<file path="src/rtl/pipe_ctrl_pkg.sv">
// Shared encodings and control-vector helpers for the pipeline stall/flush sequencer.
package pipe_ctrl_pkg;

    localparam logic [1:0]  ST_INIT     = 2'd0;
    localparam logic [1:0]  ST_RUN      = 2'd1;
    localparam logic [1:0]  ST_MEM_WAIT = 2'd2;
    localparam logic [1:0]  ST_ERR      = 2'd3;

    localparam logic [4:0]  REG_ZERO  = 5'd0;
    localparam logic [31:0] BUBBLE_IR = 32'h0;

    typedef enum logic [1:0] {
        S_INIT     = ST_INIT,
        S_RUN      = ST_RUN,
        S_MEM_WAIT = ST_MEM_WAIT,
        S_ERR      = ST_ERR
    } ctrlState_t;

    typedef struct packed {
        logic pcEn;
        logic pcSelTarget;
        logic ifidEn;
        logic idexEn;
        logic exmemEn;
        logic memwbEn;
        logic ifidFlush;
        logic idexFlush;
        logic exmemFlush;
        logic memwbFlush;
        logic dmemReq;
    } ctrlOut_t;

    function automatic ctrlOut_t uniformCtrl(input logic en, input logic flush);
        ctrlOut_t c;
        c.pcEn        = en;
        c.pcSelTarget = 1'b0;
        c.ifidEn      = en;
        c.idexEn      = en;
        c.exmemEn     = en;
        c.memwbEn     = en;
        c.ifidFlush   = flush;
        c.idexFlush   = flush;
        c.exmemFlush  = flush;
        c.memwbFlush  = flush;
        c.dmemReq     = 1'b0;
        return c;
    endfunction

    // Front of the pipe frozen; MEM/WB keeps loading bubbles while the access is outstanding.
    function automatic ctrlOut_t memStallCtrl();
        ctrlOut_t c;
        c            = uniformCtrl(1'b0, 1'b0);
        c.memwbEn    = 1'b1;
        c.memwbFlush = 1'b1;
        c.dmemReq    = 1'b1;
        return c;
    endfunction

    function automatic ctrlOut_t redirectCtrl();
        ctrlOut_t c;
        c             = uniformCtrl(1'b1, 1'b0);
        c.pcSelTarget = 1'b1;
        c.ifidFlush   = 1'b1;
        c.idexFlush   = 1'b1;
        c.exmemFlush  = 1'b1;
        return c;
    endfunction

    function automatic ctrlOut_t loadUseCtrl();
        ctrlOut_t c;
        c           = uniformCtrl(1'b1, 1'b0);
        c.pcEn      = 1'b0;
        c.ifidEn    = 1'b0;
        c.idexFlush = 1'b1;
        return c;
    endfunction

endpackage

</file>
<file path="src/rtl/pipe_hazard_unit.sv">
// Load-use interlock detector: a load in EX whose destination feeds the instruction in ID.
module pipe_hazard_unit
    import pipe_ctrl_pkg::*;
(
    input  logic [4:0] id_rs,
    input  logic [4:0] id_rt,
    input  logic       id_uses_rt,
    input  logic       ex_mem_read,
    input  logic [4:0] ex_rd,
    output logic       load_use
);

    assign load_use = ex_mem_read && (ex_rd != REG_ZERO) &&
                      ((ex_rd == id_rs) || (id_uses_rt && (ex_rd == id_rt)));

endmodule

</file>
<file path="src/rtl/pipe_stall_ctrl.sv">
// Stall/flush sequencer for the 5-stage pipeline: post-reset clear, memory wait with timeout,
// redirect and load-use handling. Define PIPE_PERF_CNT_EN to add stall/flush/error counters.
module pipe_stall_ctrl
    import pipe_ctrl_pkg::*;
#(
    parameter int INIT_CYCLES = 5,
    parameter int MEM_TIMEOUT = 64
`ifdef PIPE_PERF_CNT_EN
    , parameter int CNT_W     = 16
`endif
)(
    input  logic       clock,
    input  logic       reset,
    input  logic [4:0] id_rs,
    input  logic [4:0] id_rt,
    input  logic       id_uses_rt,
    input  logic       ex_mem_read,
    input  logic [4:0] ex_rd,
    input  logic       mem_mem_read,
    input  logic       mem_mem_write,
    input  logic       mem_redirect,
    input  logic       dmem_ready,
    output logic       pc_en,
    output logic       pc_sel_target,
    output logic       ifid_en,
    output logic       idex_en,
    output logic       exmem_en,
    output logic       memwb_en,
    output logic       ifid_flush,
    output logic       idex_flush,
    output logic       exmem_flush,
    output logic       memwb_flush,
    output logic       dmem_req,
    output logic       mem_err
`ifdef PIPE_PERF_CNT_EN
    ,
    output logic [CNT_W-1:0] stall_cnt,
    output logic [CNT_W-1:0] flush_cnt,
    output logic [CNT_W-1:0] err_cnt
`endif
);

    localparam int INIT_W = (INIT_CYCLES > 1) ? $clog2(INIT_CYCLES) : 1;
    localparam int WAIT_W = $clog2(MEM_TIMEOUT + 1);

    ctrlState_t        state;
    logic [INIT_W-1:0] initCnt;
    logic [WAIT_W-1:0] waitCnt;
    logic              memErr;
    logic              loadUse;
    logic              memAccess;
    logic              memStall;
    logic              timeoutHit;
    ctrlOut_t          runCtrl;
    ctrlOut_t          ctrl;

    pipe_hazard_unit hazard (
        .id_rs       (id_rs),
        .id_rt       (id_rt),
        .id_uses_rt  (id_uses_rt),
        .ex_mem_read (ex_mem_read),
        .ex_rd       (ex_rd),
        .load_use    (loadUse)
    );

    assign memAccess  = mem_mem_read || mem_mem_write;
    assign memStall   = memAccess && !dmem_ready;
    assign timeoutHit = (state == S_MEM_WAIT) && !dmem_ready &&
                        (waitCnt == WAIT_W'(MEM_TIMEOUT));

    // Redirect outranks load-use: the interlocked instruction is flushed anyway.
    always_comb begin
        runCtrl = uniformCtrl(1'b1, 1'b0);
        if (mem_redirect)
            runCtrl = redirectCtrl();
        else if (loadUse)
            runCtrl = loadUseCtrl();
        runCtrl.dmemReq = memAccess;

        ctrl = uniformCtrl(1'b0, 1'b0);
        unique case (state)
            S_INIT: begin
                ctrl      = uniformCtrl(1'b1, 1'b1);
                ctrl.pcEn = 1'b0;
            end
            S_RUN:      ctrl = memStall ? memStallCtrl() : runCtrl;
            S_MEM_WAIT: begin
                ctrl = dmem_ready ? runCtrl : memStallCtrl();
                ctrl.dmemReq = 1'b1;
            end
            S_ERR:      ctrl = uniformCtrl(1'b0, 1'b0);
            default:    ctrl = uniformCtrl(1'b0, 1'b0);
        endcase
        if (reset)
            ctrl = uniformCtrl(1'b0, 1'b1);
    end

    always_ff @(posedge clock or posedge reset) begin
        if (reset) begin
            state   <= S_INIT;
            initCnt <= '0;
            waitCnt <= '0;
            memErr  <= 1'b0;
        end else begin
            unique case (state)
                S_INIT: begin
                    if (initCnt == INIT_W'(INIT_CYCLES - 1))
                        state <= S_RUN;
                    else
                        initCnt <= initCnt + 1'b1;
                end
                S_RUN: begin
                    if (memStall) begin
                        state   <= S_MEM_WAIT;
                        waitCnt <= WAIT_W'(1);
                    end
                end
                S_MEM_WAIT: begin
                    if (dmem_ready) begin
                        state <= S_RUN;
                    end else if (timeoutHit) begin
                        state  <= S_ERR;
                        memErr <= 1'b1;
                    end else if (waitCnt < WAIT_W'(MEM_TIMEOUT)) begin
                        waitCnt <= waitCnt + 1'b1;
                    end
                end
                S_ERR:   state <= S_ERR;
                default: state <= S_INIT;
            endcase
        end
    end

`ifdef PIPE_PERF_CNT_EN
    logic stallCycle;
    assign stallCycle = ((state == S_RUN) || (state == S_MEM_WAIT)) && !ctrl.pcEn;

    always_ff @(posedge clock or posedge reset) begin
        if (reset) begin
            stall_cnt <= '0;
            flush_cnt <= '0;
            err_cnt   <= '0;
        end else begin
            if (stallCycle && (stall_cnt != '1))
                stall_cnt <= stall_cnt + 1'b1;
            if (ctrl.pcSelTarget && (flush_cnt != '1))
                flush_cnt <= flush_cnt + 1'b1;
            if (timeoutHit && (err_cnt != '1))
                err_cnt <= err_cnt + 1'b1;
        end
    end
`endif

    assign pc_en         = ctrl.pcEn;
    assign pc_sel_target = ctrl.pcSelTarget;
    assign ifid_en       = ctrl.ifidEn;
    assign idex_en       = ctrl.idexEn;
    assign exmem_en      = ctrl.exmemEn;
    assign memwb_en      = ctrl.memwbEn;
    assign ifid_flush    = ctrl.ifidFlush;
    assign idex_flush    = ctrl.idexFlush;
    assign exmem_flush   = ctrl.exmemFlush;
    assign memwb_flush   = ctrl.memwbFlush;
    assign dmem_req      = ctrl.dmemReq;
    assign mem_err       = memErr;

endmodule

</file>
<file path="config.mk">
export PLATFORM = sky130hd
export DESIGN_NAME = pipe_stall_ctrl
export DESIGN_NICKNAME = d
export VERILOG_FILES = /design/src/rtl/pipe_ctrl_pkg.sv /design/src/rtl/pipe_hazard_unit.sv /design/src/rtl/pipe_stall_ctrl.sv
export SDC_FILE = /design/constraint.sdc
export NUM_CORES = 1
export LEC_CHECK = 0
export ABC_AREA = 1
export CORE_UTILIZATION = 48
export CTS_CLUSTER_SIZE = 28
export DETAILED_ROUTE_END_ITERATION = 12
export PLACE_DENSITY = 0.92
export SYNTH_ARGS = -nofsm -noshare
export SYNTH_HDL_FRONTEND = slang
export SYNTH_SLANG_ARGS = --single-unit
</file>
<file path="constraint.sdc">
create_clock -name clock -period 2.2 [get_ports clock]
set_input_delay 0.33 -clock clock [delete_from_list [all_inputs] [get_ports clock]]
set_output_delay 0.33 -clock clock [all_outputs]
set_load 0.02 [all_outputs]
</file>
# Yosys cells after proc, flatten, opt, wreduce, memory -nomap -nowiden
# Index checks and enable logic that the tools add are counted.
[word_totals]
ff_bits = 13
latchBits = 0
mem_bits_rw = 0
mem_bits_ro = 0
inputBits = 23
output_inout_bits = 12
word_cells = 54
memories = 0
[op_classes]
add_sub_neg = 2
mul = 0
div = 0
n_lt_le_gt_ge = 1
n_eq_ne = 13
shift = 0
mux = 16
n_bitwise = 2
n_reduce_logical = 16
[op_table]
columns = ["op", "count"]
rows = [
  ["$mux 11", 5],
  ["$pmux 11 s4", 1],
  ["$mux 7", 4],
  ["$pmux 7 s2", 1],
  ["$eq 5x5->1", 2],
  ["$mux 2", 4],
  ["$ne 2x2->1 const B", 4],
  ["$pmux 2 s4", 1],
  ["$add 7x1->7 const B", 1],
  ["$eq 7x7->1 const B", 1],
  ["$lt 7x7->1 const B", 1],
  ["$logic_and 1x1->1", 6],
  ["$reduce_and 3->1", 2],
  ["$reduce_and 5->1", 1],
  ["$reduce_bool 5->1", 1],
  ["$eq 2x2->1 const B", 2],
  ["$add 3x1->3 const B", 1],
  ["$eq 3x3->1 const B", 1],
  ["$ne 3x3->1 const B", 1],
  ["$eq 2x1->1 const B", 1],
  ["$logic_not 2->1", 1],
  ["$logic_or 1x1->1", 2],
  ["$ne 2x1->1 const B", 1],
  ["$not 1->1", 2],
  ["other kinds (3)", 3],
]

# Logic depth before layout (Yosys ltp)
# Gate-level depths: netlist (run 1).
[depth]
ltp_word = 9
ltp_mapped = 11

# Hierarchy
# Synthesis (run 1) repeated with hierarchy kept, for this count alone.
[hier_totals]
cells_unflattened = 178
hier_area_um2 = 1121.1
[modules_own_cells]
columns = ["mod", "n_inst", "cells_per_inst", "area_per_inst_um2"]
rows = [
  ["pipe_stall_ctrl", 1, 126, 914.6],
  ["pipe_hazard_unit", 1, 52, 206.4],
]

# Worst setup path after synthesis (run 1)
# No wires, ideal clock.
[synth_path]
path_kind = "register to output"
from = "register state[1]"
to = "output port idex_flush"
arrival_ps = 1388
t_required_ps = 1870
slack_ps = 482
stages_incl_launch_ff = 7
cell_sequence = "dfrtp_1 nor2_2 o21ai_0 o21ai_2 nand2_2 nand2_1 a31o_2"
[synth_via]
elab_chain_len = 3
elab_cells_between_ends = 6
classes_between = "eq/ne: 3; mux: 2; reduce/logical: 1"
[synth_lines]
columns = ["item", "line_no", "text"]
rows = [
  ["start: declaration", "pipe_stall_ctrl.sv:46", "ctrlState_t state;"],
  ["start signal: assignment", "pipe_stall_ctrl.sv:100", "state <= S_INIT;"],
  ["start signal: assignment", "pipe_stall_ctrl.sv:108", "state <= S_RUN;"],
  ["start signal: assignment", "pipe_stall_ctrl.sv:114", "state <= S_MEM_WAIT;"],
  ["$eq 2x2->1, or another cell as far along", "pipe_stall_ctrl.sv:81", "unique case (state)"],
  ["$pmux 11 s4 *", "pipe_stall_ctrl.sv:81", ""],
  ["$mux 11 *", "pipe_stall_ctrl.sv:94", "if (reset)"],
  ["end: declaration", "pipe_stall_ctrl.sv:30", "output logic idex_flush,"],
]
# Every way passes the cells marked *; elsewhere a longest branch is shown, timed or not.

# Worst setup path after layout (run 1)
[layout_path]
from = "input port mem_mem_write"
to = "output port ifid_flush"
[layout_via]
elab_chain_len = 5
[layout_lines]
columns = ["item", "line_no", "text"]
rows = [
  ["start: declaration", "pipe_stall_ctrl.sv:20", "input logic mem_mem_write,"],
  ["$logic_or 1x1->1", "pipe_stall_ctrl.sv:66", "assign memAccess = mem_mem_read || mem_mem_write;"],
  ["$logic_and 1x1->1", "pipe_stall_ctrl.sv:67", "assign memStall = memAccess && !dmem_ready;"],
  ["$mux 11", "pipe_stall_ctrl.sv:86", "S_RUN: ctrl = memStall ? memStallCtrl() : runCtrl;"],
  ["$pmux 11 s4", "pipe_stall_ctrl.sv:81", ""],
  ["$mux 11", "pipe_stall_ctrl.sv:94", ""],
  ["end: declaration", "pipe_stall_ctrl.sv:29", "output logic ifid_flush,"],
]
# No other way between the ends.

==> tab_implementation.tex, run 1 <==
\begin{tabular}{lr}
\hline
Metric & Value \\
\hline
\multicolumn{2}{l}{\textbf{CTS}} \\
\quad Root buffer selected by CTS & sky130\_fd\_sc\_hd\_\_clkbuf\_4 \\
\quad Clock buffers created by TritonCTS & 3 \\
\quad Clock latency of the later-clocked register in the worst-skew pair & 0.27 ns \\
\quad Sinks on Clock Net & 13 \\
\quad CTS tree & yes \\
\quad Number of hold buffers added after cts & 0 \\
\quad Maximum level of the CTS H-tree & 1 \\
\quad Largest buffer count on any clock path & 2 \\
\quad Clock-pin transition on the worst setup and hold timing paths & 0.07 ns \\
\multicolumn{2}{l}{\textbf{Setup path}} \\
\quad Slowest cell on crit path & sky130\_fd\_sc\_hd\_\_clkdlybuf4s50\_1 \\
\quad Critical path's largest stage delay & 0.48 ns \\
\quad Crit path cell chain & clkdlybuf4s50\_1 > nor2\_1 > o21ai\_2 > o21ai\_4 > nand2\_2 > nand2\_1 > buf\_4 > dlygate4sd2\_1 \\
\quad Startpoint type of the worst setup path & primary input \\
\quad Arr. time, crit path & 1.79 ns \\
\quad Critical path launch point & mem\_mem\_write \\
\quad Worst Setup End Kind & primary output \\
\quad Class of the most critical setup path & in -> out \\
\quad Required time of the worst setup path & 1.87 ns \\
\quad Worst setup slack for register-to-register paths & 0.61 ns \\
\quad Worst-path maximum fanout & 5 \\
\quad Worst R2R Start & state[0] \\
\multicolumn{2}{l}{\textbf{Yosys}} \\
\quad Cell count after synthesis & 156 \\
\quad Register bit count reported by yosys & 13 \\
\quad Number of flops mapped to enable cells by yosys & 0 \\
\quad Post-synthesis instance area & 1026 µm² \\
\quad Warnings, synthesis & 0 \\
\quad Count of cell types in the netlist & 20 \\
\quad Syn Nets & 183 \\
\quad Yosys top cell by area & sky130\_fd\_sc\_hd\_\_dfrtp\_1 \\
\quad Area share of the leading cell type in the synthesized netlist & 0.3171 \\
\quad Cells taking the most area after synthesis & sky130\_fd\_sc\_hd\_\_dfrtp\_1 (32\%), sky130\_fd\_sc\_hd\_\_nand2\_1 (14\%), sky130\_fd\_sc\_hd\_\_inv\_1 (13\%), sky130\_fd\_sc\_hd\_\_nor2\_1 (5.5\%), sky130\_fd\_sc\_hd\_\_o21ai\_0 (5.4\%) \\
\quad Avg Cell Area, Syn & 6.577 µm² \\
\quad Share of the yosys chip area belonging to registers & 0.3171 \\
\quad Async SR Flop Fraction & 1.000 \\
\quad Most used standard cells in the synthesized netlist & sky130\_fd\_sc\_hd\_\_nand2\_1 (39), sky130\_fd\_sc\_hd\_\_inv\_1 (35), sky130\_fd\_sc\_hd\_\_nor2\_1 (15) \\
\quad Most frequently used flop master after synthesis & sky130\_fd\_sc\_hd\_\_dfrtp\_1 \\
\quad Count leader, synth & sky130\_fd\_sc\_hd\_\_nand2\_1 \\
\multicolumn{2}{l}{\textbf{Drt}} \\
\quad Final routed wirelength across all metal layers & 2496 µm \\
\quad Number of vias per cell & 4.755 \\
\quad Routed len/inst & 10.71 µm \\
\quad Number of detailed-routing iterations run before antenna repair & 4 \\
\quad DRC & 0 \\
\quad Total via count after detailed routing & 1108 \\
\quad Antenna Nets Post-Route & 0 \\
\quad Number of DRC markers after the initial detailed-route iteration & 27 \\
\multicolumn{2}{l}{\textbf{Hold path}} \\
\quad Path category of the worst min-delay check & reg -> reg \\
\quad Source of the worst hold timing path & mem\_err \\
\multicolumn{2}{l}{\textbf{Placement}} \\
\quad Placer Congestion & 0.8711 \\
\quad DPL Wire Length & 2112 µm \\
\quad Input/output buffers & 34 \\
\multicolumn{2}{l}{\textbf{Status}} \\
\quad Result of the run & complete, no violations \\
\multicolumn{2}{l}{\textbf{Floorplanning}} \\
\quad Die area & 2326 µm² \\
\quad Total core area & 1982 µm² \\
\quad Standard-cell rows & 16 \\
\quad Starting utilization of the core area & 0.5177 \\
\quad Die Span Y & 48.23 µm \\
\quad X dimension of the die & 48.23 µm \\
\quad Number of I/O pins & 35 \\
\multicolumn{2}{l}{\textbf{Final layout}} \\
\quad Area overhead of the layout relative to synthesis & 48.54\% \\
\quad Finished Core Util & 0.7689 \\
\quad Number of filler instances in the final layout & 141 \\
\quad Final layout net count & 234 \\
\quad Layout cell share with drive strength beyond 1 & 0.1699 \\
\quad Number of diodes & 0 \\
\multicolumn{2}{l}{\textbf{Global routing}} \\
\quad Total routing resource utilization after global routing & 0.2385 \\
\quad Pin count of the biggest net entering global routing & 14 \\
\quad First-pass GRT wire length & 3946 µm \\
\quad Vias in the first global route & 1080 \\
\quad GRT Residual Overflow & 0 \\
\quad Initial antenna violation count & 0 \\
\multicolumn{2}{l}{\textbf{Power and ir drop}} \\
\quad Leakage power total & 0.9041 nW \\
\quad P per Cell Area & 874.5 nW/µm² \\
\quad Worst vdd rail ir drop & 0.4650 mV \\
\multicolumn{2}{l}{\textbf{STA}} \\
\quad Unrepaired setup endpoints after global routing & no \\
\quad Transition time at the pin with the least slew margin & 0.4446 ns \\
\quad Number of hold violations in the final report & 0 \\
\quad Final Setup Violations & 0 \\
\quad Final period util & 0.9646 \\
\quad Fmax & 0.4712 GHz \\
\quad Aggregate negative setup slack & 0 ns \\
\quad Minimum clock period after layout & 2.122 ns \\
\quad Fin. max-slew vios & 0 \\
\quad Clock Skew & 0.002863 ns \\
\quad Worst relative slew slack & 0.7005 \\
\multicolumn{2}{l}{\textbf{Job}} \\
\quad Number of max-capacitance violations reported & 0 \\
\hline
\end{tabular}
-- report_power, final --
part / internal (mW) / switching (mW) / leakage, nW
logic: 0.341 / 0.470 / 0.728
clock network: 0.0702 / 0.0741 / 0.0150
registers: 0.321 / 0.0564 / 0.162
total: 0.732 / 0.601 / 0.904
-- layout make-up --
cell class	count	area, µm²	area share
Inverter	36	135.1	0.08867
Multi-Input combinational cell	105	561.8	0.3686
Timing Repair Buffer	48	441.7	0.2898
Sequential cell	13	325.3	0.2135
Tap cell	27	33.78	0.02217
Clock buffer	4	26.28	0.01724
-- routing by layer --
metal / routed length (µm) / vias up / global-route usage
li1: - / 572 / -
met1: 1007 / 507 / 0.2460
met2: 1388 / 29 / 0.4560
met3: 100 / 0 / 0.06667
met4: 0 / 0 / 0.07778
met5: 0 / - / 0
-- state kept, by name (all words and copies together) (netlist names) --
signal and flops:
mem_err 1, waitCnt 7, initCnt 3, state 2
-- path summary, 6_finish.rpt --
check | end | cells past startpoint
hold reg to reg | mem_err | 2
hold / removal | mem_err | 2
setup / recovery | ifid_flush | 8
max in group asynchronous | waitCnt[6] | 4
min in group asynchronous | state[0] | 4
setup reg to reg | waitCnt[5] | 12
-- critical path, delay by kind of cell --
family,cells,cell delay [ns]
buffers and inverters,3,0.92
and+or+nand+nor,3,0.22
AOI/OAI and AO/OA,2,0.31
-- metrics by stage --
step / worst slack, ns / cell area (µm²) / cells / total power, mW / hold WS [ns]
detailed placement: -0.3563 / 1483 / 228 / 1.214 / 0.4680
global placement: -0.2712 / 1483 / 228 / 1.170 / 0.4505
floorplan: 0.4817 / 1026 / 156 / 0.8638 / 0.2209
finish: 0.07782 / 1524 / 233 / 1.333 / 0.4779
CTS: 0.009723 / 1514 / 232 / 1.341 / 0.4850
global route: 0.003354 / 1524 / 233 / 1.449 / 0.5081
-- cells by family (layout without fill, tap and decap cells) --
kind of cell	count (synthesis)	after routing	share of synthesized area
fa+ha+maj	4	4	0.04878
xor+xnor	4	4	0.03415
flops	13	13	0.3171
compound gates	20	20	0.1049
simple gates	77	77	0.3488
buf+inv	38	88	0.1463
-- layout by cell type (no fill, tap or decap), types with 4 or more instances in the layout --
cell type                         netlist  routed
sky130_fd_sc_hd__nand3_1                8       8
sky130_fd_sc_hd__dfrtp_1               13      13
sky130_fd_sc_hd__inv_1                 35      34
sky130_fd_sc_hd__nand2_1               39      39
sky130_fd_sc_hd__o21ai_0               11      10
sky130_fd_sc_hd__a21oi_1                7       7
sky130_fd_sc_hd__dlymetal6s2s_1         0       7
sky130_fd_sc_hd__dlygate4sd2_1          0       5
sky130_fd_sc_hd__clkdlybuf4s50_1        0      18
sky130_fd_sc_hd__buf_4                  2      14
sky130_fd_sc_hd__nor2_1                15      15
sky130_fd_sc_hd__ha_1                   4       4
-- timing repair --
item | 4_1_cts | 5_1_grt
resized for setup | 16 | 13
endpoints found under the setup margin | 9 | 7
pin swaps | 0 | 2
setup buffers | 0 | 1
No activity file was read; power rests on OpenSTA's default activity.
==> inputs of run 2 (changes only) <==
==> constraint.sdc (replaced) <==
create_clock -name clock -period 2.6 [get_ports clock]
set_input_delay 0.39 -clock clock [delete_from_list [all_inputs] [get_ports clock]]
set_output_delay 0.39 -clock clock [all_outputs]
set_load 0.02 [all_outputs]
==> run 2 against run 1 <==
Net effect:
- sequential power down 15%
- via count shrank 3.8%
- global-route usage shrank 0.080 points
- critical endpoint is now pc_sel_target
- worst hold slack worse by 0.0052 ns
- wire length down 6.9%
- power down 20%
- core utilization fell by 3.0 points
==> tab_implementation.tex, run 2 (synthesized netlist as in run 1, its figures left out) <==
\begin{tabular}{lr}
\hline
Metric & Value \\
\hline
\multicolumn{2}{l}{\textbf{Status}} \\
\quad Result of the run & complete, no violations \\
\multicolumn{2}{l}{\textbf{Setup path}} \\
\quad Crit path cell chain & clkdlybuf4s50\_1 > inv\_1 > o21ai\_2 > nand2\_2 > nor2\_1 > clkdlybuf4s50\_1 \\
\quad Arr. time, crit path & 2.08 ns (+0.29 ns) \\
\quad Required time of the worst setup path & 2.21 ns (+0.34 ns) \\
\quad Most common cell type on the critical path & sky130\_fd\_sc\_hd\_\_clkdlybuf4s50\_1 \\
\quad Worst Setup End Kind & primary output \\
\quad Slowest cell on crit path & sky130\_fd\_sc\_hd\_\_clkdlybuf4s50\_1 \\
\quad Count of buffer and inverter cells on the critical path & 3 (unchanged) \\
\quad Worst reg2reg path endpoint & initCnt[2] \\
\quad Worst R2R Start & initCnt[0] \\
\quad Startpoint type of the worst setup path & primary input \\
\quad Cell type group with the largest total delay on the critical path & buffers and inverters \\
\quad Worst-path maximum fanout & 5 (unchanged) \\
\quad Worst setup slack for register-to-register paths & 1.11 ns (+0.50 ns) \\
\quad Worst Reg2Reg Path Length in Cells & 7 (-5) \\
\quad Class of the most critical setup path & in -> out \\
\quad Critical path's largest stage delay & 0.62 ns (+0.14 ns) \\
\multicolumn{2}{l}{\textbf{CTS}} \\
\quad Number of setup buffers added after CTS & 0 (unchanged) \\
\quad Number of hold buffers added after cts & 0 (unchanged) \\
\quad Root buffer selected by CTS & sky130\_fd\_sc\_hd\_\_clkbuf\_4 \\
\quad Clock latency of the later-clocked register in the worst-skew pair & 0.27 ns (about the same) \\
\quad Number of resized instances in the post-cts repair step & 4 (-12) \\
\quad Maximum level of the CTS H-tree & 1 (unchanged) \\
\quad CTS tree & yes \\
\quad Clock-pin transition on the worst setup and hold timing paths & 0.07 ns (about the same) \\
\quad Clock buffers created by TritonCTS & 3 (unchanged) \\
\quad Sinks on Clock Net & 13 (unchanged) \\
\quad Largest buffer count on any clock path & 2 (unchanged) \\
\multicolumn{2}{l}{\textbf{Power and ir drop}} \\
\quad Part of the total power dissipated in sequential elements & 0.300 (+0.017) \\
\quad Internal cell power & 0.5883 mW (-20\%) \\
\quad Worst vdd rail ir drop & 0.3926 mV (-16\%) \\
\quad Clk pwr share & 0.113 (+0.005) \\
\quad Leakage power total & 0.8400 nW (-7.1\%) \\
\quad P per Cell Area & 727.5 nW/µm² (-17\%) \\
\quad Share of power burned in combinational logic & 0.587 (-0.022) \\
\quad Net switching power of the design & 0.4776 mW (-20\%) \\
\quad Switching share of total power & 0.4480 (-0.002601) \\
\multicolumn{2}{l}{\textbf{Global routing}} \\
\quad GRT Residual Overflow & 0 (unchanged) \\
\quad GRT met3 Usage & 0.07778 (+0.01111) \\
\quad Pin count of the biggest net entering global routing & 14 (unchanged) \\
\quad Most crowded layer after global routing & met2 \\
\quad Global routing usage on met2 & 0.4320 (-0.02400) \\
\quad Vias in the first global route & 997 (-7.7\%) \\
\quad Met1 track utilization from global routing & 0.2598 (+0.01376) \\
\quad Initial antenna violation count & 0 (unchanged) \\
\quad First-pass GRT wire length & 3795 µm (-3.8\%) \\
\quad Total routing resource utilization after global routing & 0.2377 (-0.0008046) \\
\multicolumn{2}{l}{\textbf{STA}} \\
\quad Transition time at the pin with the least slew margin & 0.4446 ns (+0.000003219 ns) \\
\quad Clock Skew & 0.005532 ns (+0.002669 ns) \\
\quad Unrepaired setup endpoints after global routing & no \\
\quad Fmax & 0.4047 GHz \\
\quad Final Setup Violations & 0 (unchanged) \\
\quad Worst relative slew slack & 0.7005 (about the same) \\
\quad Minimum clock period after layout & 2.471 ns \\
\quad Final period util & 0.9504 \\
\quad Fin. max-slew vios & 0 (unchanged) \\
\quad Worst Slack Setup Final & 0.1289 ns (+0.05110 ns) \\
\quad Hold slack & 0.4727 ns (-0.005155 ns) \\
\quad Number of hold violations in the final report & 0 (unchanged) \\
\multicolumn{2}{l}{\textbf{Drt}} \\
\quad DRC & 0 (unchanged) \\
\quad Number of detailed-routing iterations run before antenna repair & 4 (unchanged) \\
\quad Antenna Nets Post-Route & 0 (unchanged) \\
\quad Routed len/inst & 10.33 µm (-3.6\%) \\
\quad Number of vias per cell & 4.738 (-0.37\%) \\
\quad Number of DRC markers after the initial detailed-route iteration & 19 (-30\%) \\
\quad Total via count after detailed routing & 1066 (-3.8\%) \\
\quad Final routed wirelength across all metal layers & 2324 µm (-6.9\%) \\
\multicolumn{2}{l}{\textbf{Floorplanning}} \\
\quad X dimension of the die & 48.23 µm (unchanged) \\
\quad Total core area & 1982 µm² (unchanged) \\
\quad Number of I/O pins & 35 (unchanged) \\
\quad Starting utilization of the core area & 0.5177 (unchanged) \\
\quad Die Span Y & 48.23 µm (unchanged) \\
\quad Standard-cell rows & 16 (unchanged) \\
\quad Die area & 2326 µm² (unchanged) \\
\multicolumn{2}{l}{\textbf{Final layout}} \\
\quad Max reg flops & 7 (unchanged) \\
\quad Area overhead of the layout relative to synthesis & 42.81\% \\
\quad Register with the most flip-flops & waitCnt \\
\quad Final layout net count & 226 (-3.4\%) \\
\quad Finished Core Util & 0.7393 (-0.02967) \\
\quad Leading cell type in the layout, fill and taps excluded & sky130\_fd\_sc\_hd\_\_nand2\_1 \\
\quad Regs by FF count & waitCnt (7), initCnt (3), state (2) \\
\quad Layout cell share with drive strength beyond 1 & 0.1111 (-0.05879) \\
\quad Number of diodes & 0 (unchanged) \\
\quad Commonest cells after routing, fill and taps aside & sky130\_fd\_sc\_hd\_\_nand2\_1 (39), sky130\_fd\_sc\_hd\_\_inv\_1 (35), sky130\_fd\_sc\_hd\_\_clkdlybuf4s50\_1 (26) \\
\multicolumn{2}{l}{\textbf{Placement}} \\
\quad Worst slack, placed & -0.09562 ns (+0.2607 ns) \\
\quad DPL Wire Length & 1892 µm (-10\%) \\
\quad Placer Congestion & 0.8190 (-6.0\%) \\
\quad Input/output buffers & 34 (unchanged) \\
\multicolumn{2}{l}{\textbf{Hold path}} \\
\quad Path category of the worst min-delay check & reg -> reg \\
\quad Source of the worst hold timing path & mem\_err \\
\quad Number of stages on the worst hold path & 2 (unchanged) \\
\quad End point of the worst hold path & mem\_err \\
\multicolumn{2}{l}{\textbf{Job}} \\
\quad Number of max-capacitance violations reported & 0 (unchanged) \\
\hline
\end{tabular}
## run 2: changes by cell type in the layout (fill, tap and decap cells not counted)
cell / delta
sky130_fd_sc_hd__clkdlybuf4s15_1: -1
sky130_fd_sc_hd__dlymetal6s2s_1: -2
sky130_fd_sc_hd__clkbuf_2: -1
sky130_fd_sc_hd__o21ai_4: -1
sky130_fd_sc_hd__clkdlybuf4s50_1: +8
sky130_fd_sc_hd__inv_2: -1
sky130_fd_sc_hd__o21ai_1: +1
sky130_fd_sc_hd__inv_1: +1
sky130_fd_sc_hd__buf_2: -2
sky130_fd_sc_hd__dlygate4sd2_1: -2
sky130_fd_sc_hd__buf_4: -8
## run 2: tightest hold or removal path, stage by stage, from the launching register on
cell and delay, ns:
sky130_fd_sc_hd__dfrtp_1 0.35, sky130_fd_sc_hd__inv_1 0.04, sky130_fd_sc_hd__nand2_1 0.06
## run 2: worst max path at each step
| stage | start | end | depth (start not counted) |
|---|---|---|---|
| 6_report | dmem_ready | pc_sel_target | 6 |
| 5_1_grt | mem_mem_write | pc_sel_target | 7 |
| 3_3_place_gp | mem_mem_write | idex_flush | 8 |
| 2_1_floorplan | state[1] | idex_flush | 6 |
| 4_1_cts | mem_mem_write | memwb_flush | 9 |
| 3_5_place_dp | mem_mem_write | idex_flush | 8 |
## run 2: routing by layer
| metal | vias up | share of wire |
|---|---|---|
| li1 | 557 | - |
| met1 | 478 | 0.44 |
| met2 | 29 | 0.52 |
| met3 | 2 | 0.041 |
| met4 | 0 | 0.0082 |
| met5 | - | 0 |
## run 2: metrics by stage
stage / instances / area, µm² / TNS, ns / power (mW)
2_1_floorplan: 156 / 1026 / 0 / 0.7309
3_3_place_gp: 221 / 1430 / -0.009083 / 0.9380
3_5_place_dp: 221 / 1430 / -0.1541 / 0.9666
4_1_cts: 225 / 1453 / 0 / 1.082
5_1_grt: 225 / 1465 / 0 / 1.165
6_report: 225 / 1465 / 0 / 1.066
## run 2: power by group through the flow
| stage | logic (mW) | registers, mW | clock network (mW) |
|---|---|---|---|
| floorplan | 0.418 | 0.312 | 0 |
| global placement | 0.620 | 0.318 | 0 |
| detailed placement | 0.644 | 0.322 | 0 |
| CTS | 0.638 | 0.319 | 0.125 |
| global route | 0.699 | 0.328 | 0.138 |
| finish | 0.625 | 0.320 | 0.121 |
## run 2: layout make-up
type	instances	area, µm²
Multi-Input combinational cell	105	550.5
Fill cell	152	516.7
Timing Repair Buffer	40	394.1
Sequential cell	13	325.3
Inverter	36	135.1
Tap cell	27	33.78
Clock buffer	4	26.28
